--- config.mk ---
export PLATFORM = sky130hd
export DESIGN_NAME = tg_bus_arbiter
export DESIGN_NICKNAME = d
export VERILOG_FILES = /design/src/rtl/tg_bus_pkg.sv /design/src/rtl/tg_bus_arbiter_rr_pick.sv /design/src/rtl/tg_bus_arbiter.sv
export SDC_FILE = /design/constraint.sdc
export NUM_CORES = 1
export LEC_CHECK = 0
export BUFFER_PORTS_ARGS = -buffer_cell sky130_fd_sc_hd__buf_2
export CAP_MARGIN = 20
export CORE_UTILIZATION = 30
export DETAILED_ROUTE_END_ITERATION = 12
export GPL_TIMING_DRIVEN = 0
export MAX_ROUTING_LAYER = met4
export PLACE_DENSITY = 0.45
export SLEW_MARGIN = 20
export SYNTH_ARGS = -nofsm -noshare
export SYNTH_HDL_FRONTEND = slang
export SYNTH_SLANG_ARGS = --single-unit
--- constraint.sdc ---
create_clock -name clk -period 3.25 [get_ports clk]
set_clock_uncertainty 0.1 [all_clocks]
set_input_delay 0.1625 -clock clk [delete_from_list [all_inputs] [get_ports clk]]
set_output_delay 0.1625 -clock clk [all_outputs]
set_load 0.01 [all_outputs]
--- src/rtl/tg_bus_pkg.sv ---
// Shared types and helpers for the transmission-gate bus arbiter family.
// The state enum and index-width helper are reused by future tri-state bus controllers.
package tg_bus_pkg;

    typedef enum logic [1:0] {
        IDLE  = 2'd0,
        DRIVE = 2'd1,
        TURN  = 2'd2
    } state_t;

    // Index width that never collapses to zero bits, even for a count of one.
    function automatic int idx_width(input int n);
        return (n > 1) ? $clog2(n) : 1;
    endfunction

endpackage

--- src/rtl/tg_bus_arbiter_rr_pick.sv ---
// Combinational round-robin picker: the first set request at or after `pointer`
// (wrapping modulo N) wins and is returned both one-hot and as an index.
module rr_pick #(
    parameter int N = 4,
    parameter int W = 2
) (
    input  logic [N-1:0] req,
    input  logic [W-1:0] pointer,
    output logic [N-1:0] grant,
    output logic [W-1:0] index,
    output logic         any
);

    logic [2*N-1:0] doubled;
    logic [N-1:0]   rotated;
    logic [W:0]     offset;
    logic [W:0]     sum;

    // Rotating the request vector puts the pointer position at bit 0.
    assign doubled = {req, req} >> pointer;
    assign rotated = doubled[N-1:0];

    always_comb begin
        offset = '0;
        any    = 1'b0;
        for (int i = N - 1; i >= 0; i--) begin
            if (rotated[i]) begin
                offset = (W+1)'(i);
                any    = 1'b1;
            end
        end
    end

    assign sum   = {1'b0, pointer} + offset;
    assign index = (sum >= (W+1)'(N)) ? W'(sum - (W+1)'(N)) : sum[W-1:0];

    always_comb begin
        grant = '0;
        if (any) grant[index] = 1'b1;
    end

endmodule

--- src/rtl/tg_bus_arbiter.sv ---
// Round-robin owner of one shared transmission-gate line: one-hot gate enables,
// break-before-make turnaround gap between owners, and an optional hold limit.
module tg_bus_arbiter
    import tg_bus_pkg::*;
#(
    parameter int N_REQ      = 4,
    parameter int TURNAROUND = 1,
    parameter int MAX_HOLD   = 8
) (
    input  logic                     clk,
    input  logic                     rst_n,
    input  logic [N_REQ-1:0]         req,
    output logic [N_REQ-1:0]         control,
    output logic [$clog2(N_REQ)-1:0] owner_id,
    output logic                     bus_busy,
    output logic                     preempt
);

    localparam int IW = idx_width(N_REQ);
    localparam int HW = idx_width(MAX_HOLD + 1);
    localparam int TW = idx_width(TURNAROUND + 1);

    localparam logic [HW-1:0] HOLD_LAST = HW'(MAX_HOLD - 1);
    localparam logic [HW-1:0] HOLD_SAT  = HW'(MAX_HOLD);
    localparam logic [TW-1:0] TURN_LAST = TW'(TURNAROUND - 1);
    localparam logic [IW-1:0] LAST_IDX  = IW'(N_REQ - 1);

    state_t         state, state_d;
    logic [IW-1:0]  owner, owner_d;
    logic [IW-1:0]  ptr, ptr_d;
    logic [HW-1:0]  hold_cnt, hold_d;
    logic [TW-1:0]  turn_cnt, turn_d;
    logic [N_REQ-1:0] control_d;
    logic           preempt_d;
    logic           arbitrate;

    logic [N_REQ-1:0] pick_grant;
    logic [IW-1:0]    pick_index;
    logic             pick_any;

    rr_pick #(
        .N (N_REQ),
        .W (IW)
    ) u_pick (
        .req     (req),
        .pointer (ptr),
        .grant   (pick_grant),
        .index   (pick_index),
        .any     (pick_any)
    );

    // A driver holds req high until served; control is its grant, and dropping
    // req while owning releases the line on the next edge.
    always_comb begin
        state_d   = state;
        owner_d   = owner;
        ptr_d     = ptr;
        hold_d    = hold_cnt;
        turn_d    = turn_cnt;
        control_d = control;
        preempt_d = 1'b0;
        arbitrate = 1'b0;

        unique case (state)
            IDLE: arbitrate = 1'b1;
            DRIVE: begin
                if (!req[owner]) begin
                    state_d   = TURN;
                    turn_d    = '0;
                    control_d = '0;
                end else if (MAX_HOLD != 0 && hold_cnt == HOLD_LAST) begin
                    state_d   = TURN;
                    turn_d    = '0;
                    control_d = '0;
                    preempt_d = 1'b1;
                end else if (hold_cnt != HOLD_SAT) begin
                    hold_d = hold_cnt + 1'b1;
                end
            end
            TURN: begin
                if (turn_cnt == TURN_LAST) arbitrate = 1'b1;
                else                       turn_d    = turn_cnt + 1'b1;
            end
            default: begin
                state_d   = IDLE;
                control_d = '0;
            end
        endcase

        if (arbitrate) begin
            if (pick_any) begin
                state_d   = DRIVE;
                owner_d   = pick_index;
                ptr_d     = (pick_index == LAST_IDX) ? '0 : pick_index + 1'b1;
                hold_d    = '0;
                control_d = pick_grant;
            end else begin
                state_d   = IDLE;
                control_d = '0;
            end
        end
    end

    always_ff @(posedge clk or negedge rst_n) begin
        if (!rst_n) begin
            state    <= IDLE;
            owner    <= '0;
            ptr      <= '0;
            hold_cnt <= '0;
            turn_cnt <= '0;
            control  <= '0;
            preempt  <= 1'b0;
        end else begin
            state    <= state_d;
            owner    <= owner_d;
            ptr      <= ptr_d;
            hold_cnt <= hold_d;
            turn_cnt <= turn_d;
            control  <= control_d;
            preempt  <= preempt_d;
        end
    end

    assign owner_id = owner;
    assign bus_busy = |control;

endmodule

==> summary.md, run 1 <==
| Metric | Value |
|---|---|
| Run status | completed |
| Post CTS Setup Buffer Count | 0 |
| Clock Latency Late Sink | 280 ps |
| Async set-reset flop share out of synthesis | 100% |
| Initial antenna violation count | 0 |
| Die width | 57.5 um |
| Total Routing Usage GR | 13.6% |
| Final Hold Vio Count | 0 |
| I/O Buffers | 10 |
| HPWL Detailed | 1.39 mm |
| Comb pwr share | 56.8% |
| Vias in the first global route | 722 |
| H-tree depth | 1 |
| R2r worst-path depth | 11 |
| # fillers | 287 |
| Initial Util | 32.7% |
| Crit. End Element | flop |
| Drt first pass iters | 4 |
| Clock root cell | clkbuf_4 |
| Post_cts resized | 0 |
| Maximum vdd ir drop | 417 uV |
| CTS Buf Count | 3 |
| Routed vias/inst | 5.16 |
| Seq/Total Area, Yosys | 40.6% |
| Register bit total from synthesis | 15 |
| Worst hold path class | input port to asynchronous set/reset pin |
| Via count | 723 |
| Worst EP arrival | 2870 ps |
| Core Util, Final | 37.1% |
| CP required | 3320 ps |
| Die height | 57.5 um |
| Multi-input gate area | 488 sq um |
| RSZ-0062 raised after global routing | no |
| Rows | 19 |
| Final setup violation count | 0 |
| Int Power | 0.000540 W |
| Final Cycle Share | 86.1% |
| Mapped Cells | 94 |
| Routed length per instance | 13.3 um |
| Die area | 0.00331 sq mm |
| Clock transition at path regs | 90 ps |
| Remaining antenna violation count | 0 |
| Min Tclk post-route | 2800 ps |
| Fraction of layout cells with a size suffix above 1 | 21.1% |
| Register Area | 375 sq um |
| Critical R2R Launch | ptr[0]$_DFFE_PN0P_ |
| DRT iter0 DRCs | 17 |
| Synth cell types | 35 |
| Reg2reg setup slack | 450 ps |
| Post-CTS Hold Fix Bufs | 1 |
| CTS Sinks | 15 |
| Worst R2R End | ptr[1]$_DFFE_PN0P_ |
| Synth Flop Type | dfrtp_1 |
| Clock power frac | 11.5% |
| First-pass GRT wire length | 3.33 mm |
| Clock Path Buffers | 2 |
| Fin. max-slew vios | 0 |
| Least-Margin Pin Slew | 544 ps |
| Sw power | 0.000379 W |
| Maximum clock rate | 0.358 GHz |
| DRC viols | 0 |
| # IOs | 14 |
| Net switching share of the total power | 41.3% |
| CTS tree | yes |
| Total Wirelength | 1.86 mm |
| Cell Area, Synth | 925 sq um |
| Worst Path Max Fanout | 10 |
| Reg power frac | 31.8% |
| Gpl congestion | 0.741 |
| Post-synth net total | 105 |
| Critical path origin | ptr[0]$_DFFE_PN0P_ |
| Maxcap violations | 0 |
| Slew headroom | 63.6% |
| Largest net degree at the start of global routing | 16 |
| CP endpoint | ptr[1]$_DFFE_PN0P_ |
| WS Path Type | flop to flop |
| Crit path launch type | flop |
| PD cells | 875 mW/mm^2 |
| Synth warn | 0 |
| EDFF count, synth | 0 |
| Ant diodes | 0 |
| Final setup TNS | 0 ps |
| Total gr overflow | 0 |
| Core area | 0.00283 sq mm |
| Static Leak | 0.491 nW |
| Avg Cell Area, Syn | 9.84 sq um |
| Final net count | 121 |
| Layout area overhead | 13.5% |
[cell families after synthesis]
group / count (synthesis) / share of synthesized area [%]
AND/OR/NAND/NOR: 41 / 23.8
buffers and inverters: 10 / 6.63
XOR/XNOR: 2 / 1.89
adder cells (fa/ha/maj): 5 / 6.77
multiplexers: 5 / 7.04
AO/OA/AOI/OAI: 16 / 13.3
flip-flops: 15 / 40.6
[cell usage in the layout, fill, tap and decap left out, types with 2 or more instances in the layout]
cell type,count
a21o_1,2
or2_2,2
dfrtp_1,15
clkbuf_4,3
a22o_1,2
o221ai_1,2
nor2_1,10
buf_2,11
nand2_1,7
o21ai_0,4
nand3_1,4
inv_1,3
nor3b_1,3
a32o_1,2
mux2_2,2
nand3b_1,2
and3_1,2
mux2i_1,2
buf_6,3
nor2b_1,4
clkbuf_1,4
ha_1,5
[worst max-delay path: stages, from the launching register on]
cell      delay, ps
dfrtp_1         380
clkbuf_1        330
nor2_1           90
a221o_1         350
nand2_1          70
o221ai_1        130
ha_1            230
xor2_1          180
nand3_1         180
nand2_1         150
ha_1            240
mux2_2          260
[routing by layer]
metal / vias to the layer above / routed length (um) / share of wire [%] / GRT usage [%]
met3: 2 / 100 / 5.4 / 4.76
met2: 17 / 731 / 39 / 19.3
li1: 367 / - / - / -
met4: 0 / 10 / 0.54 / 2.09
met1: 337 / 1020 / 55 / 19.1
met5: - / 0 / 0 / -
[registers in the layout, summed over array words and instances, names as in the netlist]
register  cells
ptr           2
state         2
hold_cnt      4
preempt       1
control       4
owner_id      2
[per-stage QoR]
step           area, sq um  instances  power [W]  setup slack [ps]  hold WS (ps)
5_1_grt               1050        140    0.00104               131           245
3_3_place_gp          1010        135   0.000814               540         -7.91
2_1_floorplan          925         94   0.000688               803          -233
4_1_cts               1050        140   0.000934               461           223
3_5_place_dp          1010        135   0.000821               477         -2.87
6_report              1050        140   0.000919               453           224
[synth_stat cells (all sizes together), types with 2 or more instances]
cell    number  share of area, %
nand3b       2               1.6
nand3        4               2.2
o221ai       2               1.9
ha           5               6.8
buf          4               4.2
and3         3               2.6
mux2         2               2.4
nor2        10               4.1
a21o         2               1.6
clkbuf       3               1.2
nor3b        3               2.4
nand2        7               2.8
a22o         2               1.9
a32o         2               2.2
dfrtp       15                41
or2          3               2.0
inv          3               1.2
mux2i        2               2.2
nor2b        4               2.7
o21ai        4               2.2
[worst min-delay path by stage]
stage	startpoint	end	slack [ps]	cells past startpoint
floorplan	rst_n	control[0]$_DFFE_PN0P_	-230	0
global placement	rst_n	owner_id[0]$_DFFE_PN0P_	-8	1
detailed placement	rst_n	owner_id[0]$_DFFE_PN0P_	-3	1
CTS	rst_n	ptr[0]$_DFFE_PN0P_	220	2
global route	rst_n	hold_cnt[3]$_DFF_PN0_	250	2
finish	rst_n	ptr[0]$_DFFE_PN0P_	220	2
[power groups by stage]
stage / logic, W / clock network [W] / registers, W
after floorplan: 0.000389 / 0 / 0.000299
after global placement: 0.000519 / 0 / 0.000296
after detailed placement: 0.000525 / 0 / 0.000297
after CTS: 0.000527 / 0.000113 / 0.000293
after global routing: 0.000608 / 0.000123 / 0.000304
final: 0.000521 / 0.000105 / 0.000292
[final cells by class]
| class | instances | area share [%] |
|---|---|---|
| multi-input cells | 69 | 46.5 |
| flip-flops and latches | 15 | 35.8 |
| repair buffers | 11 | 5.72 |
| plain buffers | 7 | 4.77 |
| well taps | 31 | 3.69 |
| clock buffers | 4 | 2.50 |
| inverters | 3 | 1.07 |
Power figures use the tool's default switching activity.
==> inputs of run 2 (changes only) <==
--- a/config.mk
+++ b/config.mk
@@ -7,6 +7,7 @@
 export LEC_CHECK = 0
 export BUFFER_PORTS_ARGS = -buffer_cell sky130_fd_sc_hd__buf_2
 export CAP_MARGIN = 20
+export CORE_ASPECT_RATIO = 2
 export CORE_UTILIZATION = 30
 export DETAILED_ROUTE_END_ITERATION = 12
 export GPL_TIMING_DRIVEN = 0
==> run 2 against run 1 <==
  * Critical path depth is the same
  * Global-route usage grew 1.1 points
  * Combinational power is essentially flat
  * Flip-flop and latch count is the same
  * Register-to-register slack gained 60 ps
  * First-iteration DRC count shrank 47%
  * Sequential share of layout area shrank 0.59 points
  * Clock-buffer cell count is the same
  * Worst setup slack gained 61 ps
  * Highest routed layer unchanged
==> summary.md, run 2 (synthesis gave the netlist of run 1 again) <==
| Metric | Value |
|---|---|
| Final setup violation count | 0 (unchanged) |
| Post CTS Setup Buffer Count | 0 (unchanged) |
| Hold WS | 253 ps (+29.2 ps) |
| Sw power | 0.000387 W (+2.1%) |
| # IOs | 14 (unchanged) |
| Remaining antenna violation count | 0 (unchanged) |
| Initial Util | 31.4% (-1.3 points) |
| Run status | completed |
| Net switching share of the total power | 40.0% (-1.2 points) |
| Post_cts resized | 0 (unchanged) |
| Post-layout instance area | 0.00107 sq mm (+1.7%) |
| Biggest regs | control: 4 flops, hold_cnt: 4 flops |
| Maxcap violations | 0 (unchanged) |
| Multi-input gate area | 488 sq um (unchanged) |
| Crit path launch type | flop |
| Die width | 41.3 um (-28%) |
| Fin. max-slew vios | 0 (unchanged) |
| DP Area | 0.00101 sq mm (-0.12%) |
| Total Routing Usage GR | 14.8% (+1.1 points) |
| Clock Latency Late Sink | 250 ps (-30 ps) |
| Min Tclk post-route | 2740 ps (-61.1 ps) |
| Most common cell after layout, fill and taps aside | dfrtp_1 |
| Die area | 0.00332 sq mm (+0.41%) |
| Gpl congestion | 0.706 (-4.8%) |
| Vias in the first global route | 734 (+1.7%) |
| HPWL Detailed | 1.58 mm (+14%) |
| CTS Sinks | 15 (unchanged) |
| DRC viols | 0 (unchanged) |
| DRT iter0 DRCs | 9 (-8) |
| Reg power frac | 30.1% (-1.7 points) |
| Via count | 732 (+1.2%) |
| Ant diodes | 0 (unchanged) |
| Crit. End Element | flop |
| Core Util, Final | 36.3% (-0.84 points) |
| Total Wirelength | 2.00 mm (+7.4%) |
| WS Path Type | flop to flop |
| Worst hold path class | input port to asynchronous set/reset pin |
| First-pass GRT wire length | 3.17 mm (-4.5%) |
| CTS tree | yes |
| Clock power frac | 15.7% (+4.2 points) |
| Routed length per instance | 14.4 um (+8.1%) |
| Initial antenna violation count | 0 (unchanged) |
| CP required | 3290 ps (-30 ps) |
| Worst R2R End | ptr[1]$_DFFE_PN0P_ |
| Final net count | 121 (unchanged) |
| CTS Buf Count | 3 (unchanged) |
| Maximum clock rate | 0.365 GHz (+2.2%) |
| Total gr overflow | 0 (unchanged) |
| Critical path origin | ptr[0]$_DFFE_PN0P_ |
| PD cells | 906 mW/mm^2 (+3.5%) |
| Maximum vdd ir drop | 280 uV (-33%) |
| Clock Path Buffers | 2 (unchanged) |
| Final setup TNS | 0 ps (unchanged) |
| Layout area overhead | 15.4% |
| Final Cycle Share | 84.2% (-1.9 points) |
| Total Power | 0.000967 W (+5.2%) |
| Core area | 0.00294 sq mm (+4.0%) |
| Routed vias/inst | 5.27 (+2.0%) |
| RSZ-0062 raised after global routing | no |
| Comb pwr share | 54.2% (-2.6 points) |
| Die height | 80.5 um (+40%) |
| Reg2reg setup slack | 510 ps (+60 ps) |
| Clock transition at path regs | 60 ps (-30 ps) |
| Final Hold Vio Count | 0 (unchanged) |
| Slew headroom | 62.2% (-1.5 points) |
| Fraction of layout cells with a size suffix above 1 | 21.1% (unchanged) |
| Worst EP arrival | 2770 ps (-100 ps) |
| Rows | 28 (+9) |
| Clock root cell | clkbuf_8 |
| Largest net degree at the start of global routing | 16 (unchanged) |
| R2r worst-path depth | 11 (unchanged) |
| Int Power | 0.000580 W (+7.5%) |
| H-tree depth | 1 (unchanged) |
| Least-Margin Pin Slew | 565 ps (+21.9 ps) |
| I/O Buffers | 10 (unchanged) |
| # fillers | 314 (+9.4%) |
| Worst Path Max Fanout | 10 (unchanged) |
| Critical R2R Launch | ptr[0]$_DFFE_PN0P_ |
| Static Leak | 0.499 nW (+1.6%) |
| Most frequent cells in the layout | 15 x dfrtp_1, 11 x buf_2, 10 x nor2_1, 7 x nand2_1, 5 x ha_1 |
| Register Area | 375 sq um (unchanged) |
| Drt first pass iters | 4 (unchanged) |
==> run 2: final cells by class <==
type	instances	area share (%)
inverters	3	1.06
flip-flops and latches	15	35.2
clock buffers	4	4.22
multi-input cells	69	45.7
plain buffers	7	4.69
repair buffers	11	5.63
well taps	30	3.52
==> run 2: power groups by stage <==
stage               Combinational [W]  Clock, W  Sequential, W
floorplan                    0.000389         0       0.000299
global placement             0.000529         0       0.000295
detailed placement           0.000530         0       0.000298
CTS                          0.000536  0.000157       0.000294
global route                 0.000607  0.000167       0.000301
finish                       0.000524  0.000152       0.000291
==> run 2: how the worst max path moves through the flow <==
stage / end / slack, ps / cells after the start
2_1_floorplan: ptr[1]$_DFFE_PN0P_ / 800 / 11
3_3_place_gp: ptr[1]$_DFFE_PN0P_ / 550 / 11
3_5_place_dp: ptr[1]$_DFFE_PN0P_ / 510 / 11
4_1_cts: ptr[1]$_DFFE_PN0P_ / 500 / 11
5_1_grt: ptr[1]$_DFFE_PN0P_ / 220 / 11
6_report: ptr[1]$_DFFE_PN0P_ / 510 / 11
==> run 2: critical path, cell delays in order (launching register included) <==
cell and delay (ps):
dfrtp_1 380, clkbuf_1 310, nor2_1 90, a221o_1 350
nand2_1 70, o221ai_1 120, ha_1 210, xor2_1 170
nand3_1 180, nand2_1 150, ha_1 240, mux2_2 260
==> run 2: through the flow <==
stage                     setup slack [ps]  std cells
after floorplan                        803         94
after global placement                 553        134
after detailed placement               514        134
after CTS                              496        139
after global routing                   219        139
final                                  514        139
==> run 2: metal layers <==
metal	vias up	global-route usage, %	part of all wire [%]
met5	-	-	0
li1	367	-	-
met4	0	8.71	2.8
met2	13	25.8	59
met1	346	14.0	36
met3	6	1.66	2.1
==> run 2: repair_timing <==
item	4_1_cts	5_1_grt
hold endpoints to repair	15	0
hold buffers	1	0
setup endpoints to repair	0	0
==> inputs of run 3 (changes only) <==
--- a/config.mk
+++ b/config.mk
@@ -12,7 +12,7 @@
 export DETAILED_ROUTE_END_ITERATION = 12
 export GPL_TIMING_DRIVEN = 0
 export MAX_ROUTING_LAYER = met4
-export PLACE_DENSITY = 0.45
+export PLACE_DENSITY = 0.47
 export SLEW_MARGIN = 20
 export SYNTH_ARGS = -nofsm -noshare
 export SYNTH_HDL_FRONTEND = slang
==> constraint.sdc (replaced) <==
create_clock -name clk -period 2.3 [get_ports clk]
set_clock_uncertainty 0.1 [all_clocks]
set_input_delay 0.115 -clock clk [delete_from_list [all_inputs] [get_ports clk]]
set_output_delay 0.115 -clock clk [all_outputs]
set_load 0.01 [all_outputs]
==> run 3 against run 2 <==
  * Register-to-register slack got worse by 600 ps
  * The flow now finishes with violations (setup timing)
  * Die area did not move
  * Clock-buffer cell count fell by 1
  * Sequential share of layout area fell by 2.3 points
  * Via count rose by 3.8%
  * First-iteration DRC count rose by 33%
  * Total power rose by 61%
  * Clock power rose by 39%
  * Sequential power rose by 53%
  * Combinational power rose by 73%
==> summary.md, run 3 (synthesis gave the netlist of run 1 again) <==
| Metric | Value |
|---|---|
| Final Worst Setup Slack | -85.2 ps (-599 ps) |
| Most used cell along the critical path | nand2_2 |
| Gpl congestion | 0.740 (+4.9%) |
| I/O Buffers | 10 (unchanged) |
| Core area | 0.00294 sq mm (unchanged) |
| Total Routing Usage GR | 15.5% (+0.71 points) |
| Post-layout instance area | 0.00115 sq mm (+7.5%) |
| Final net count | 124 (+2.5%) |
| Static Leak | 0.531 nW (+6.4%) |
| Slew headroom | 57.7% (-4.5 points) |
| Largest net degree at the start of global routing | 16 (unchanged) |
| DRC viols | 0 (unchanged) |
| Clock Path Buffers | 2 (unchanged) |
| Most common cell after layout, fill and taps aside | dfrtp_1 |
| CTS tree | yes |
| RSZ-0062 raised after global routing | yes |
| Worst Path Max Fanout | 5 (-5) |
| Net switching share of the total power | 39.8% (-0.16 points) |
| Maximum clock rate | 0.419 GHz (+15%) |
| Reg power frac | 28.6% (-1.5 points) |
| Initial antenna violation count | 0 (unchanged) |
| Total Power | 0.00156 W (+61%) |
| Final setup violation count | 1 (+1) |
| Via count | 760 (+3.8%) |
| Slowest stage delay, CP | 440 ps (+60 ps) |
| Inst Count DP | 134 (unchanged) |
| Run status | complete, but fails checks |
| Fraction of layout cells with a size suffix above 1 | 33.9% (+13 points) |
| Comb pwr share | 57.9% (+3.7 points) |
| Min Tclk post-route | 2390 ps (-351 ps) |
| Total gr overflow | 0 (unchanged) |
| Int Power | 0.000939 W (+62%) |
| First-pass GRT wire length | 3.31 mm (+4.3%) |
| Final Cycle Share | 104% (+20 points) |
| Sw power | 0.000622 W (+61%) |
| CTS Sinks | 15 (unchanged) |
| Crit-path slowest cell | dfrtp_2 |
| Rows | 28 (unchanged) |
| Fin. max-slew vios | 0 (unchanged) |
| CP Cell Sequence | nor2b_1 -> a221o_1 -> nand2_2 -> o221ai_2 -> ha_2 -> xor2_2 -> a21o_1 -> nand2_2 -> ha_4 -> mux2_4 |
| Buf/Inv on CP | 0 (-1) |
| Die area | 0.00332 sq mm (unchanged) |
| Worst slack, placed | -287 ps (-801 ps) |
| Ant diodes | 0 (unchanged) |
| Die width | 41.3 um (unchanged) |
| WS Path Type | flop to flop |
| HPWL Detailed | 1.57 mm (-0.72%) |
| Failing checks | setup timing |
| DRT iter0 DRCs | 12 (+3) |
| Post-Layout Cell Count | 142 (+2.2%) |
| Worst hold path class | input port to asynchronous set/reset pin |
| PD cells | 1360 mW/mm^2 (+50%) |
| Top delay family on crit path | compound AO/OA/AOI/OAI gates |
| Die height | 80.5 um (unchanged) |
| Drt first pass iters | 4 (unchanged) |
| CP required | 2330 ps (-960 ps) |
| # IOs | 14 (unchanged) |
| Final Hold Vio Count | 0 (unchanged) |
| Most frequent cells in the layout | 14 x dfrtp_1, 11 x buf_2, 10 x nor2_1, 5 x nand2_1, 5 x buf_4 |
| Biggest regs | control: 4 flops, hold_cnt: 4 flops |
| DP Area | 0.00103 sq mm (+1.9%) |
| Multi-input gate area | 536 sq um (+9.7%) |
| Remaining antenna violation count | 0 (unchanged) |
| Initial Util | 31.4% (unchanged) |
| CTS Buf Count | 3 (unchanged) |
| H-tree depth | 1 (unchanged) |
| # fillers | 323 (+2.9%) |
| Maxcap violations | 0 (unchanged) |
| Clock root cell | clkbuf_8 |
| Least-Margin Pin Slew | 632 ps (+66.8 ps) |
| Crit. End Element | flop |
| Clock transition at path regs | 60 ps (about the same) |
| Crit path launch type | flop |
| Layout area overhead | 24.1% |
| Vias in the first global route | 708 (-3.5%) |
| Maximum vdd ir drop | 445 uV (+59%) |
| Routed vias/inst | 5.35 (+1.6%) |
| Total Wirelength | 2.13 mm (+6.8%) |
| Clock power frac | 13.5% (-2.2 points) |
| Register Area | 377 sq um (+0.33%) |
| Clock Latency Late Sink | 250 ps (about the same) |
| Worst EP arrival | 2410 ps (-360 ps) |
| Routed length per instance | 15.0 um (+4.5%) |
| Final setup TNS | -85.2 ps (-85.2 ps) |
## run 3: cell types whose count changed in the layout (fill, tap and decap cells not counted), sizes merged
| cell | change |
|---|---|
| buf | +5 |
| clkbuf | -3 |
| clkinv | +1 |
## run 3: per-stage QoR
step | hold slack (ps) | util [%]
floorplan | -281 | -
global placement | -57.7 | 35.0
detailed placement | -54.5 | 35.0
CTS | 212 | 39.0
global route | 230 | 39.0
finish | 206 | 39.0
## run 3: final timing paths
kind,start,endpoint,depth (start not counted),slack [ps]
worst min register to register,control[2]$_DFFE_PN0P_,control[2]$_DFFE_PN0P_,1,410
min in group clk,req[2],preempt$_DFF_PN0_,4,360
worst max register to register,ptr[0]$_DFFE_PN0P_,ptr[1]$_DFFE_PN0P_,10,-90
worst min-delay path,rst_n,hold_cnt[2]$_DFF_PN0_,2,210
worst max-delay path,ptr[0]$_DFFE_PN0P_,ptr[1]$_DFFE_PN0P_,10,-90
max in group asynchronous,rst_n,ptr[0]$_DFFE_PN0P_,2,1610
## run 3: cell type report
cell class | instances | area share [%]
clock inverter | 1 | 0.436
multi-input combinational | 69 | 46.7
clock buffer | 3 | 3.60
tap | 30 | 3.27
sequential | 15 | 32.8
timing repair buffer | 16 | 8.51
inverter | 3 | 0.981
buffer | 5 | 3.71
## run 3: worst register-to-register path, stage by stage, from the launching register on
cell and delay [ps]:
dfrtp_2 440, nor2b_1 140, a221o_1 320, nand2_2 80, o221ai_2 90, ha_2 210
xor2_2 150, a21o_1 190, nand2_2 90, ha_4 200, mux2_4 250
## run 3: power groups by stage
stage | clock network (W) | registers, W | logic (W)
floorplan | 0 | 0.000424 | 0.000575
global placement | 0 | 0.000417 | 0.000771
detailed placement | 0 | 0.000422 | 0.000771
CTS | 0.000222 | 0.000413 | 0.000943
global route | 0.000235 | 0.000460 | 0.00102
finish | 0.000211 | 0.000446 | 0.000904
## run 3: what timing repair did
item / 4_1_cts / 5_1_grt
gates resized for setup: 4 / 4
setup endpoints to repair: 4 / 6
hold buffers: 1 / 0
pin swaps: 2 / 3
setup buffers: 5 / 0
hold endpoints to repair: 15 / 0
## run 3: layer usage
layer	GRT usage, %	share of wire, %	routed length, um
met2	28.4	60	1270
met1	13.9	37	795
met3	1.66	1.6	34
met4	7.74	1.5	31
met5	-	0	0
